[src/rtl/proc_controller_if.sv]
// Control bundle between the processor control FSM and the datapath.
// The controller (master) receives the held instruction and drives every
// datapath control line; the datapath (slave) sees the opposite directions.
interface proc_controller_if;
  logic [15:0] IR;
  logic        PC_clr;
  logic        PC_up;
  logic        IR_ld;
  logic [7:0]  D_addr;
  logic        D_wr;
  logic        RF_s;
  logic [3:0]  RF_W_addr;
  logic        RF_W_en;
  logic [3:0]  RF_Ra_addr;
  logic [3:0]  RF_Rb_addr;
  logic [2:0]  ALU_s;
  logic        Halted;
  logic [3:0]  State;

  modport master (
    input  IR,
    output PC_clr, PC_up, IR_ld, D_addr, D_wr, RF_s, RF_W_addr, RF_W_en,
           RF_Ra_addr, RF_Rb_addr, ALU_s, Halted, State
  );

  modport slave (
    output IR,
    input  PC_clr, PC_up, IR_ld, D_addr, D_wr, RF_s, RF_W_addr, RF_W_en,
           RF_Ra_addr, RF_Rb_addr, ALU_s, Halted, State
  );
endinterface

[src/rtl/proc_controller.sv]
// Fetch/decode/execute control FSM for the single-cycle-datapath processor.
// Moore machine: every output depends only on the current state and the
// held instruction register, so an asynchronous reset immediately drops any
// pending write strobe.
module proc_controller (
  input  logic               Clock,
  input  logic               Resetn,
  proc_controller_if.master  bus
);

  typedef enum logic [3:0] {
    S_INIT   = 4'd0,
    S_FETCH  = 4'd1,
    S_DECODE = 4'd2,
    S_NOOP   = 4'd3,
    S_LOAD_A = 4'd4,
    S_LOAD_B = 4'd5,
    S_STORE  = 4'd6,
    S_ADD    = 4'd7,
    S_SUB    = 4'd8,
    S_HALT   = 4'd9
  } state_e;

  localparam logic [3:0] OP_NOOP  = 4'b0000;
  localparam logic [3:0] OP_STORE = 4'b0001;
  localparam logic [3:0] OP_LOAD  = 4'b0010;
  localparam logic [3:0] OP_ADD   = 4'b0011;
  localparam logic [3:0] OP_SUB   = 4'b0100;
  localparam logic [3:0] OP_HALT  = 4'b0101;

  localparam logic [2:0] ALU_ZERO = 3'b000;
  localparam logic [2:0] ALU_ADD  = 3'b001;
  localparam logic [2:0] ALU_SUB  = 3'b010;

  state_e     state_q, state_d;
  logic [3:0] opcode;

  assign opcode = bus.IR[15:12];

  // State register; reset forces INIT without waiting for a clock edge.
  always_ff @(posedge Clock or negedge Resetn) begin
    if (!Resetn) begin
      state_q <= S_INIT;
    end else begin
      // NOTE: sequential state uses non-blocking assignment so every flop
      // samples its pre-edge inputs, independent of statement order.
      state_q <= state_d;
    end
  end

  // Next-state logic; unused encodings 10-15 fall back to INIT.
  always_comb begin
    // NOTE: a default is assigned before the case so every path drives
    // state_d and no latch is inferred.
    state_d = S_INIT;
    case (state_q)
      S_INIT:   state_d = S_FETCH;
      S_FETCH:  state_d = S_DECODE;
      S_DECODE: begin
        case (opcode)
          OP_STORE: state_d = S_STORE;
          OP_LOAD:  state_d = S_LOAD_A;
          OP_ADD:   state_d = S_ADD;
          OP_SUB:   state_d = S_SUB;
          OP_HALT:  state_d = S_HALT;
          default:  state_d = S_NOOP;  // NOOP and every unassigned opcode
        endcase
      end
      S_NOOP:   state_d = S_FETCH;
      S_LOAD_A: state_d = S_LOAD_B;  // covers the synchronous memory read
      S_LOAD_B: state_d = S_FETCH;
      S_STORE:  state_d = S_FETCH;
      S_ADD:    state_d = S_FETCH;
      S_SUB:    state_d = S_FETCH;
      S_HALT:   state_d = S_HALT;    // only reset leaves HALT
      default:  state_d = S_INIT;
    endcase
  end

  // Moore output decode from the current state and instruction fields.
  always_comb begin
    bus.PC_clr     = 1'b0;
    bus.PC_up      = 1'b0;
    bus.IR_ld      = 1'b0;
    bus.D_addr     = 8'h00;
    bus.D_wr       = 1'b0;
    bus.RF_s       = 1'b0;
    bus.RF_W_addr  = 4'h0;
    bus.RF_W_en    = 1'b0;
    bus.RF_Ra_addr = 4'h0;
    bus.RF_Rb_addr = 4'h0;
    bus.ALU_s      = ALU_ZERO;
    bus.Halted     = 1'b0;
    bus.State      = state_q;
    case (state_q)
      S_INIT: bus.PC_clr = 1'b1;
      S_FETCH: begin
        bus.IR_ld = 1'b1;
        bus.PC_up = 1'b1;
      end
      S_LOAD_A: begin
        bus.D_addr    = bus.IR[11:4];
        bus.RF_s      = 1'b1;
        bus.RF_W_addr = bus.IR[3:0];
      end
      S_LOAD_B: begin
        bus.D_addr    = bus.IR[11:4];
        bus.RF_s      = 1'b1;
        bus.RF_W_addr = bus.IR[3:0];
        bus.RF_W_en   = 1'b1;
      end
      S_STORE: begin
        bus.RF_Ra_addr = bus.IR[11:8];
        bus.D_addr     = bus.IR[7:0];
        bus.D_wr       = 1'b1;
      end
      S_ADD, S_SUB: begin
        bus.RF_Ra_addr = bus.IR[11:8];
        bus.RF_Rb_addr = bus.IR[7:4];
        bus.RF_W_addr  = bus.IR[3:0];
        bus.RF_W_en    = 1'b1;
        bus.ALU_s      = (state_q == S_ADD) ? ALU_ADD : ALU_SUB;
      end
      S_HALT: bus.Halted = 1'b1;
      default: ;  // DECODE, NOOP and illegal codes keep the all-zero defaults
    endcase
  end

endmodule

[src/flat_wrapper.sv]
// flat-port wrapper written by rule: the top's interface ports become plain ports
module proc_controller_flat 
  (Clock, Resetn, bus_IR, bus_PC_clr, bus_PC_up, bus_IR_ld, bus_D_addr, bus_D_wr, bus_RF_s, bus_RF_W_addr, bus_RF_W_en, bus_RF_Ra_addr, bus_RF_Rb_addr, bus_ALU_s, bus_Halted, bus_State);
  proc_controller_if bus_i ();
  input  logic Clock;
  input  logic Resetn;
  input wire logic [$bits(bus_i.IR)-1:0] bus_IR;
  output wire logic [$bits(bus_i.PC_clr)-1:0] bus_PC_clr;
  output wire logic [$bits(bus_i.PC_up)-1:0] bus_PC_up;
  output wire logic [$bits(bus_i.IR_ld)-1:0] bus_IR_ld;
  output wire logic [$bits(bus_i.D_addr)-1:0] bus_D_addr;
  output wire logic [$bits(bus_i.D_wr)-1:0] bus_D_wr;
  output wire logic [$bits(bus_i.RF_s)-1:0] bus_RF_s;
  output wire logic [$bits(bus_i.RF_W_addr)-1:0] bus_RF_W_addr;
  output wire logic [$bits(bus_i.RF_W_en)-1:0] bus_RF_W_en;
  output wire logic [$bits(bus_i.RF_Ra_addr)-1:0] bus_RF_Ra_addr;
  output wire logic [$bits(bus_i.RF_Rb_addr)-1:0] bus_RF_Rb_addr;
  output wire logic [$bits(bus_i.ALU_s)-1:0] bus_ALU_s;
  output wire logic [$bits(bus_i.Halted)-1:0] bus_Halted;
  output wire logic [$bits(bus_i.State)-1:0] bus_State;
  assign bus_i.IR = bus_IR;
  assign bus_PC_clr = bus_i.PC_clr;
  assign bus_PC_up = bus_i.PC_up;
  assign bus_IR_ld = bus_i.IR_ld;
  assign bus_D_addr = bus_i.D_addr;
  assign bus_D_wr = bus_i.D_wr;
  assign bus_RF_s = bus_i.RF_s;
  assign bus_RF_W_addr = bus_i.RF_W_addr;
  assign bus_RF_W_en = bus_i.RF_W_en;
  assign bus_RF_Ra_addr = bus_i.RF_Ra_addr;
  assign bus_RF_Rb_addr = bus_i.RF_Rb_addr;
  assign bus_ALU_s = bus_i.ALU_s;
  assign bus_Halted = bus_i.Halted;
  assign bus_State = bus_i.State;
  proc_controller u_core (.Clock(Clock), .Resetn(Resetn), .bus(bus_i));
endmodule
[config.mk]
export PLATFORM = sky130hd
export DESIGN_NAME = proc_controller_flat
export DESIGN_NICKNAME = d
export VERILOG_FILES = /design/src/rtl/proc_controller_if.sv /design/src/rtl/proc_controller.sv /design/src/flat_wrapper.sv
export SDC_FILE = /design/constraint.sdc
export NUM_CORES = 1
export LEC_CHECK = 0
export BUFFER_PORTS_ARGS = -buffer_cell sky130_fd_sc_hd__buf_2
export CAP_MARGIN = 20
export CORE_MARGIN = 5
export CORE_UTILIZATION = 32
export DETAILED_ROUTE_END_ITERATION = 7
export PLACE_DENSITY_LB_ADDON = 0.25
export SYNTH_ARGS = -nofsm -noshare
export SYNTH_HDL_FRONTEND = slang
export SYNTH_SLANG_ARGS = --single-unit
[constraint.sdc]
create_clock -name Clock -period 1.45 [get_ports Clock]
set_input_delay 0.0725 -clock Clock [delete_from_list [all_inputs] [get_ports Clock]]
set_output_delay 0.0725 -clock Clock [all_outputs]
set_load 0.005 [all_outputs]
# Word-level counts from Yosys, hierarchy flattened
# Cells that the tools add are included.
# op_classes
n_eq_ne	14
muxes	14
reduce_logical	7
# op_table
op	n
one-hot mux 4 bit (5 select lines)	2
equality test 4 x 3 -> 1 bit, second input constant	6
equality test 4 x 2 -> 1 bit, second input constant	4
one-hot mux 8 bit (2 select lines)	1
two-way mux 4 bit	3
equality test 4 x 1 -> 1 bit, second input constant	2
equality test 4 bit, second input constant	2
two-way mux 1 bit	6
OR reduction 3 bit	2
OR reduction 6 bit	1
logical NOT 4 bit	1
OR reduction 2 bit	2
OR reduction 4 bit	1
two-way mux 3 bit	1
two-way mux 2 bit	1
# word_totals
regBits	4
input_bits	18
out_inout_bits	34
wordCells	36

# Depth between registers and ports, before layout
# Gate-level depths: netlist of the first run.
# logic_depth
ltp_word	3
ltp_mapped	4
depth_no_buf	3

# Worst setup path before layout of the first run
# OpenSTA, ideal clock, no wires.
# synth_timing
path_kind	reg-to-output
from	register u_core.state_q[1], in the netlist u_core.bus.State[1]
to	output port bus_RF_Rb_addr[0]
arrival_time_ns	1.187
required_time_ns	1.378
slack_ns	0.191
path_stages_with_launch	4
path_buffers	0
cell_sequence	dfrtp_1 -> or4b_4 -> o21ai_2 -> and2_1
# synth_via
elab_chain_len	3
elab_cells_between_ends	4
classes_between	2 x eq/ne; 1 x mux; 1 x reduce/logical
# synth_lines
item	line	source
from (decl)	proc_controller.sv:35	state_e state_q, state_d;
from (signal assigned)	proc_controller.sv:47	state_q <= state_d;
equality test 4 bit / equality test 4 x 3 -> 1 bit (equally long branches)	proc_controller.sv:95	case (state_q)
OR reduction 2 bit (*)	proc_controller.sv:95	
two-way mux 4 bit (*)	proc_controller.sv:95	
to (decl)	flat_wrapper.sv:17	output wire logic [$bits(bus_i.RF_Rb_addr)-1:0] bus_RF_Rb_addr;
# Every way passes the cells marked *; elsewhere a longest branch is shown, timed or not.

# Final worst setup path of the first run
# layout_timing
from	register u_core.state_q[0], in the netlist u_core.bus.State[0]
to	output port bus_RF_Rb_addr[2]
# Same word-level chain as after synthesis.

==> results of run 1 <==
[through the flow]
stage / std cells / utilization / instance area [um2] / total power [W]
global route: 145 / 0.599 / 1010 / 0.00114
CTS: 143 / 0.570 / 962 / 0.00102
floorplan: 70 / - / 556 / 0.000528
detailed placement: 137 / 0.493 / 832 / 0.000754
finish: 145 / 0.599 / 1010 / 0.00106
global placement: 137 / 0.493 / 832 / 0.000748
[cells in the final DEF, fill, tap and decap left out, drive strengths merged, types with 2 or more instances in the layout]
| master | Yosys | layout |
|---|---|---|
| a21boi | 5 | 5 |
| a22o | 8 | 8 |
| and2 | 8 | 8 |
| buf | 6 | 58 |
| clkbuf | 0 | 3 |
| dfrtp | 4 | 4 |
| inv | 3 | 3 |
| nand2 | 3 | 3 |
| nand2b | 2 | 2 |
| nand3b | 2 | 2 |
| nor2 | 6 | 8 |
| nor2b | 2 | 2 |
| nor3b | 2 | 2 |
| o211ai | 2 | 2 |
| o21ai | 5 | 5 |
[cell type report]
class | instances | area [um2]
Clock buffer | 3 | 22.5
Inverter | 3 | 11.3
Timing Repair Buffer | 59 | 354
Tap cell | 17 | 21.3
Fill cell | 151 | 677
Sequential cell | 4 | 100
Multi-Input combinational cell | 59 | 503
[worst register-to-register path, delay by kind of cell, from the launching register on]
| kind | cells | cell delay, ns |
|---|---|---|
| simple gates | 2 | 0.49 |
| flops | 1 | 0.37 |
| buf+inv | 1 | 0.21 |
| compound gates | 1 | 0.13 |
[where the power goes]
group | internal, W | total (W) | switching, W
combinational | 0.000372 | 0.000747 | 0.000375
sequential | 0.000148 | 0.000172 | 0.0000239
clock | 0.0000925 | 0.000137 | 0.0000445
total | 0.000613 | 0.00106 | 0.000443
[cells by family after synthesis]
family	count (synthesis)	share of synthesized area
xor+xnor	1	0.0158
other cells	1	0.00675
buf+inv	9	0.0923
simple gates	32	0.394
flops	4	0.180
compound gates	23	0.311
[final timing paths]
path	startpoint	end	slack, ns	cells after the start
min	Resetn	u_core.bus.State[2]	0.17	2
max in group asynchronous	Resetn	u_core.bus.State[3]	1.16	2
max reg2reg	u_core.bus.State[0]	u_core.bus.State[0]	0.13	4
min reg2reg	u_core.bus.State[2]	u_core.bus.State[3]	0.64	2
min in group Clock	bus_IR[14]	u_core.bus.State[3]	0.19	3
max	u_core.bus.State[0]	bus_RF_Rb_addr[2]	-0.17	4
[timing repair]
item / 4_1_cts / 5_1_grt
pin swaps: 10 / 12
resized for setup: 19 / 10
endpoints found under the hold margin: 4 / 0
setup endpoints to repair: 24 / 25
buffers inserted: 1 / 1
hold buffers: 1 / 0
gates cloned: 1 / 1
[routing by layer]
layer	track usage	vias up	part of all wire
li1	-	374	-
met1	0.154	335	0.36
met2	0.265	42	0.49
met3	0.0430	6	0.13
met4	0.0786	0	0.018
met5	0	-	0
==> results by group, run 1 <==
Yosys
  • #FFs+latches synth: 4
  • Post-synthesis async set-or-reset flop share: 1.00
  • Top cells by count, synth: 8 x a22o_1, 8 x and2_1, 5 x a21boi_0
  • Sequential share of the synthesized area: 0.180
  • Top post-synthesis cells by area: dfrtp_1 18%, a22o_1 13%, and2_1 9.0%, a21boi_0 6.8%, buf_4 5.4%
  • Yosys top cell by area: dfrtp_1
  • Average size of a mapped cell: 7.94 um2
  • Post-synthesis cell type count: 31
  • Syn Inst Count: 70
  • Top cell type's share of synthesized area: 0.180
  • Post-synth EDFFs: 0
  • Synthesized area: 556 um2
  • Synth warnings: 0
  • Top_reg_cell synth: dfrtp_1
  • Syn Nets: 88

Power and ir drop
  • PwrDens: 1040 nW/um2
  • P_leak: 0.567 nW
  • Peak supply drop: 0.663 mV

Detailed routing
  • Drt via density: 5.22
  • Drt first pass iters: 4
  • WL per Instance: 13.7 um
  • DRC marker count from the first detailed-route iteration: 6
  • Routed Antenna Nets: 0
  • Via count: 757
  • WL final: 1980 um
  • DRC: 0

Worst setup path
  • Req. time, crit path: between 1 and 1.5 ns
  • Max FO, Critical Path: 4
  • CP bufs+invs: 1
  • CP Class: reg -> out
  • Critical-path cell list: or4b_4 > o21ai_4 > and2_4 > buf_6
  • Slowest-stage cell, CP: or4b_4
  • CP arrival: about 1.5 ns
  • CP Capture Type: output port
  • Critical path launch point type: flop
  • Max stage delay on crit path: roughly 0.59 ns
  • Worst path top cell family by delay: simple AND/OR/NAND/NOR gates

Timing
  • Setup ws final: -0.166 ns
  • RSZ-0062 raised after global routing: yes
  • Final setup fails: 14
  • Final period util: 1.11
  • Final Hold Viols: 0
  • Slew Limit Fails: 0
  • Setup TNS: -1.56 ns
  • Hold slack final: ~0.17 ns
  • Peak Freq: 619 MHz
  • Layout Skew: ~0.0034 ns
  • Period minus WS final: between 1.5 and 2 ns

Outcome
  • Failing checks: setup timing
  • Status: complete, but fails checks

Clocking
  • CTS HTree Levels: 1
  • TritonCTS clock tree: built
  • Worst skew pair latency: roughly 0.23 ns
  • Max Buffers Root-to-Sink: 2
  • Clk root buf: clkbuf_4
  • Total CTS buffers: 3
  • Clk pin slew, worst setup/hold paths: 0.04 ns
  • CTS Sinks: 4

Global routing
  • Vias in the first global route: 682
  • Grt total ovfl: 0
  • Largest net degree at the start of global routing: 13
  • Initial antenna violation count: 0
  • Global-route wire length before repair: 2990 um
  • Gr usage total: 0.148

Placement
  • DP Worst Slack: about 0.085 ns
  • Placer Congestion: ~0.73
  • Hpwl dp: between 1000 and 1500 um
  • Port Buffers: 50

Floorplan
  • IO Count: 52
  • DIE HEIGHT: 51.7 um
  • Starting Density: 0.329
  • Core box area: 1690 um2
  • Chip width: about 52 um
  • Cell Rows: 15
  • Die Area: approximately 2700 um2

Finish
  • Fraction of layout cells with a size suffix above 1: 0.633
  • # nets final: between 100 and 150
  • Ant. Diodes: 0
  • Max reg flops: 4
  • Area Overhead vs Synth: 82.2%

Flow run
  • MaxCap Viol Count: 0

Hold path
  • Hold Path Class: in -> async
Power figures use the tool's default switching activity.
==> inputs of run 2 (changes only) <==
Clock period 1.45 ns to 1.6 ns, I/O delays scaled along.
==> run 2 against run 1 <==
Compared with the run above:
- the flow still finishes with violations (setup timing)
- sequential power is 3% lower
- worst hold slack better by 0.0035 ns
- sequential share of layout area is 0.36 points higher
- combinational power is 15% lower
- power is 12% lower
- global-route usage is 1.5 points lower
- die area stayed put
- clock skew is 0.0025 ns higher
- core utilization is 0.67 points lower
- wire length is 4.0% lower
- first-iteration DRC count is 67% lower
- critical path type unchanged
- largest cell class unchanged
==> results by group, run 2 (synthesis gave the netlist of run 1 again) <==
Detailed routing
  • Via count: 738
  • WL final: 1900 um
  • Routed Antenna Nets: 0
  • Drt first pass iters: 4
  • Drt via density: around 5.0
  • DRC: 0
  • DRC marker count from the first detailed-route iteration: 2
  • WL per Instance: 12.9 um

Timing
  • Peak Freq: 599 MHz
  • Final period util: 1.04
  • Final Hold Viols: 0
  • Slew Limit Fails: 0
  • Setup TNS: -0.538 ns
  • Period minus WS final: 1.67 ns
  • Final setup fails: 10
  • Layout Skew: 0.00592 ns
  • Setup ws final: -0.0703 ns
  • RSZ-0062 raised after global routing: yes

Placement
  • Placer Congestion: approximately 0.73
  • Hpwl dp: 1470 um
  • Port Buffers: 50

Flow run
  • MaxCap Viol Count: 0

Outcome
  • Status: complete, but fails checks
  • Failing checks: setup timing

Worst setup path
  • RR Startpoint: u_core.bus.State[2]
  • Critical path launch point type: flop
  • CP arrival: roughly 1.6 ns
  • CP Class: reg -> out
  • Setup slack, reg-to-reg: 0.26 ns
  • CP startpoint: u_core.bus.State[1]
  • Max FO, Critical Path: 4
  • Req. time, crit path: 1.52 ns
  • CP Capture Type: output port

Finish
  • Multi-input gate area: 469 um2
  • Fraction of layout cells with a size suffix above 1: 0.646
  • Commonest non-fill, non-tap cell in the layout: buf_2
  • # nets final: 150
  • Most frequent cells in the layout: 45 x buf_2, 11 x buf_4, 8 x a22o_1
  • Max reg flops: 4
  • Ant. Diodes: 0
  • # fillers: 166
  • Register area: between 100 and 150 um2
  • Area Overhead vs Synth: 80.2%

Power and ir drop
  • P_leak: between 0.5 and 0.6 nW
  • PwrDens: between 900 and 1000 nW/um2
  • Peak supply drop: 0.680 mV
  • Pwr Total: 0.000932 W

Clocking
  • Clk pin slew, worst setup/hold paths: 0.04 ns
  • Total CTS buffers: 3
  • Max Buffers Root-to-Sink: 2
  • Clk root buf: clkbuf_4
  • Worst skew pair latency: ~0.24 ns
  • CTS HTree Levels: 1
  • CTS Sinks: 4
  • TritonCTS clock tree: built

Floorplan
  • Core box area: 1690 um2
  • Chip width: 51.7 um
  • DIE HEIGHT: about 52 um
  • Cell Rows: 15
  • Die Area: roughly 2700 um2
  • IO Count: 52
  • Starting Density: 0.329

Global routing
  • Vias in the first global route: between 600 and 700
  • Global-route wire length before repair: 2750 um
  • Initial antenna violation count: 0
  • Largest net degree at the start of global routing: 13
  • Gr usage total: 0.133
  • Grt total ovfl: 0

Hold path
  • Hold Path Class: in -> async
## run 2: area by class of cell
| class | count | area share |
|---|---|---|
| clock buffer | 3 | 0.0225 |
| inverter | 3 | 0.0113 |
| multi-input combinational | 58 | 0.469 |
| tap | 17 | 0.0212 |
| sequential | 4 | 0.102 |
| timing repair buffer | 62 | 0.374 |
## run 2: repair_timing
| action | in CTS | in global routing |
|---|---|---|
| pin swaps | 9 | 5 |
| gates resized for setup | 10 | 13 |
| hold endpoints to repair | 4 | 0 |
| gates cloned | 0 | 1 |
| setup buffers | 3 | 1 |
| endpoints found under the setup margin | 20 | 22 |
| hold buffers | 1 | 0 |
## run 2: critical path, stage by stage, from the launching register on
cell	delay, ns
dfrtp_2	0.41
or4b_4	0.59
o21ai_4	0.10
and2_1	0.14
buf_2	0.10
## run 2: per-stage QoR
step | util | hold WS, ns | instances | setup WS (ns) | cell area, um2
after floorplan | - | -0.216 | 70 | 0.333 | 556
after global placement | 0.497 | -0.116 | 138 | 0.182 | 840
after detailed placement | 0.497 | -0.112 | 138 | 0.143 | 840
after CTS | 0.556 | 0.163 | 145 | -0.0580 | 940
after global routing | 0.593 | 0.194 | 147 | -0.110 | 1000
final | 0.593 | 0.173 | 147 | -0.0703 | 1000
## run 2: power breakdown
| group | internal [W] | switching (W) | leakage, nW |
|---|---|---|---|
| Combinational | 0.000338 | 0.000300 | 0.506 |
| Clock | 0.0000840 | 0.0000429 | 0.0138 |
| Sequential | 0.000137 | 0.0000295 | 0.0476 |
| Total | 0.000559 | 0.000372 | 0.568 |
## run 2: final timing paths
check	end	cells past startpoint
worst max-delay path	bus_RF_Rb_addr[1]	4
worst min-delay path	u_core.bus.State[2]	2
worst max register to register	u_core.bus.State[0]	4
worst min register to register	u_core.bus.State[3]	2
max in group asynchronous	u_core.bus.State[1]	2
min in group Clock	u_core.bus.State[3]	3
## run 2: routing by layer
metal | global-route usage | vias up | routed length, um
met5 | 0 | - | 0
met4 | 0.0830 | 0 | 25
met3 | 0.0315 | 2 | 231
met2 | 0.235 | 36 | 900
met1 | 0.142 | 326 | 746
li1 | - | 374 | -
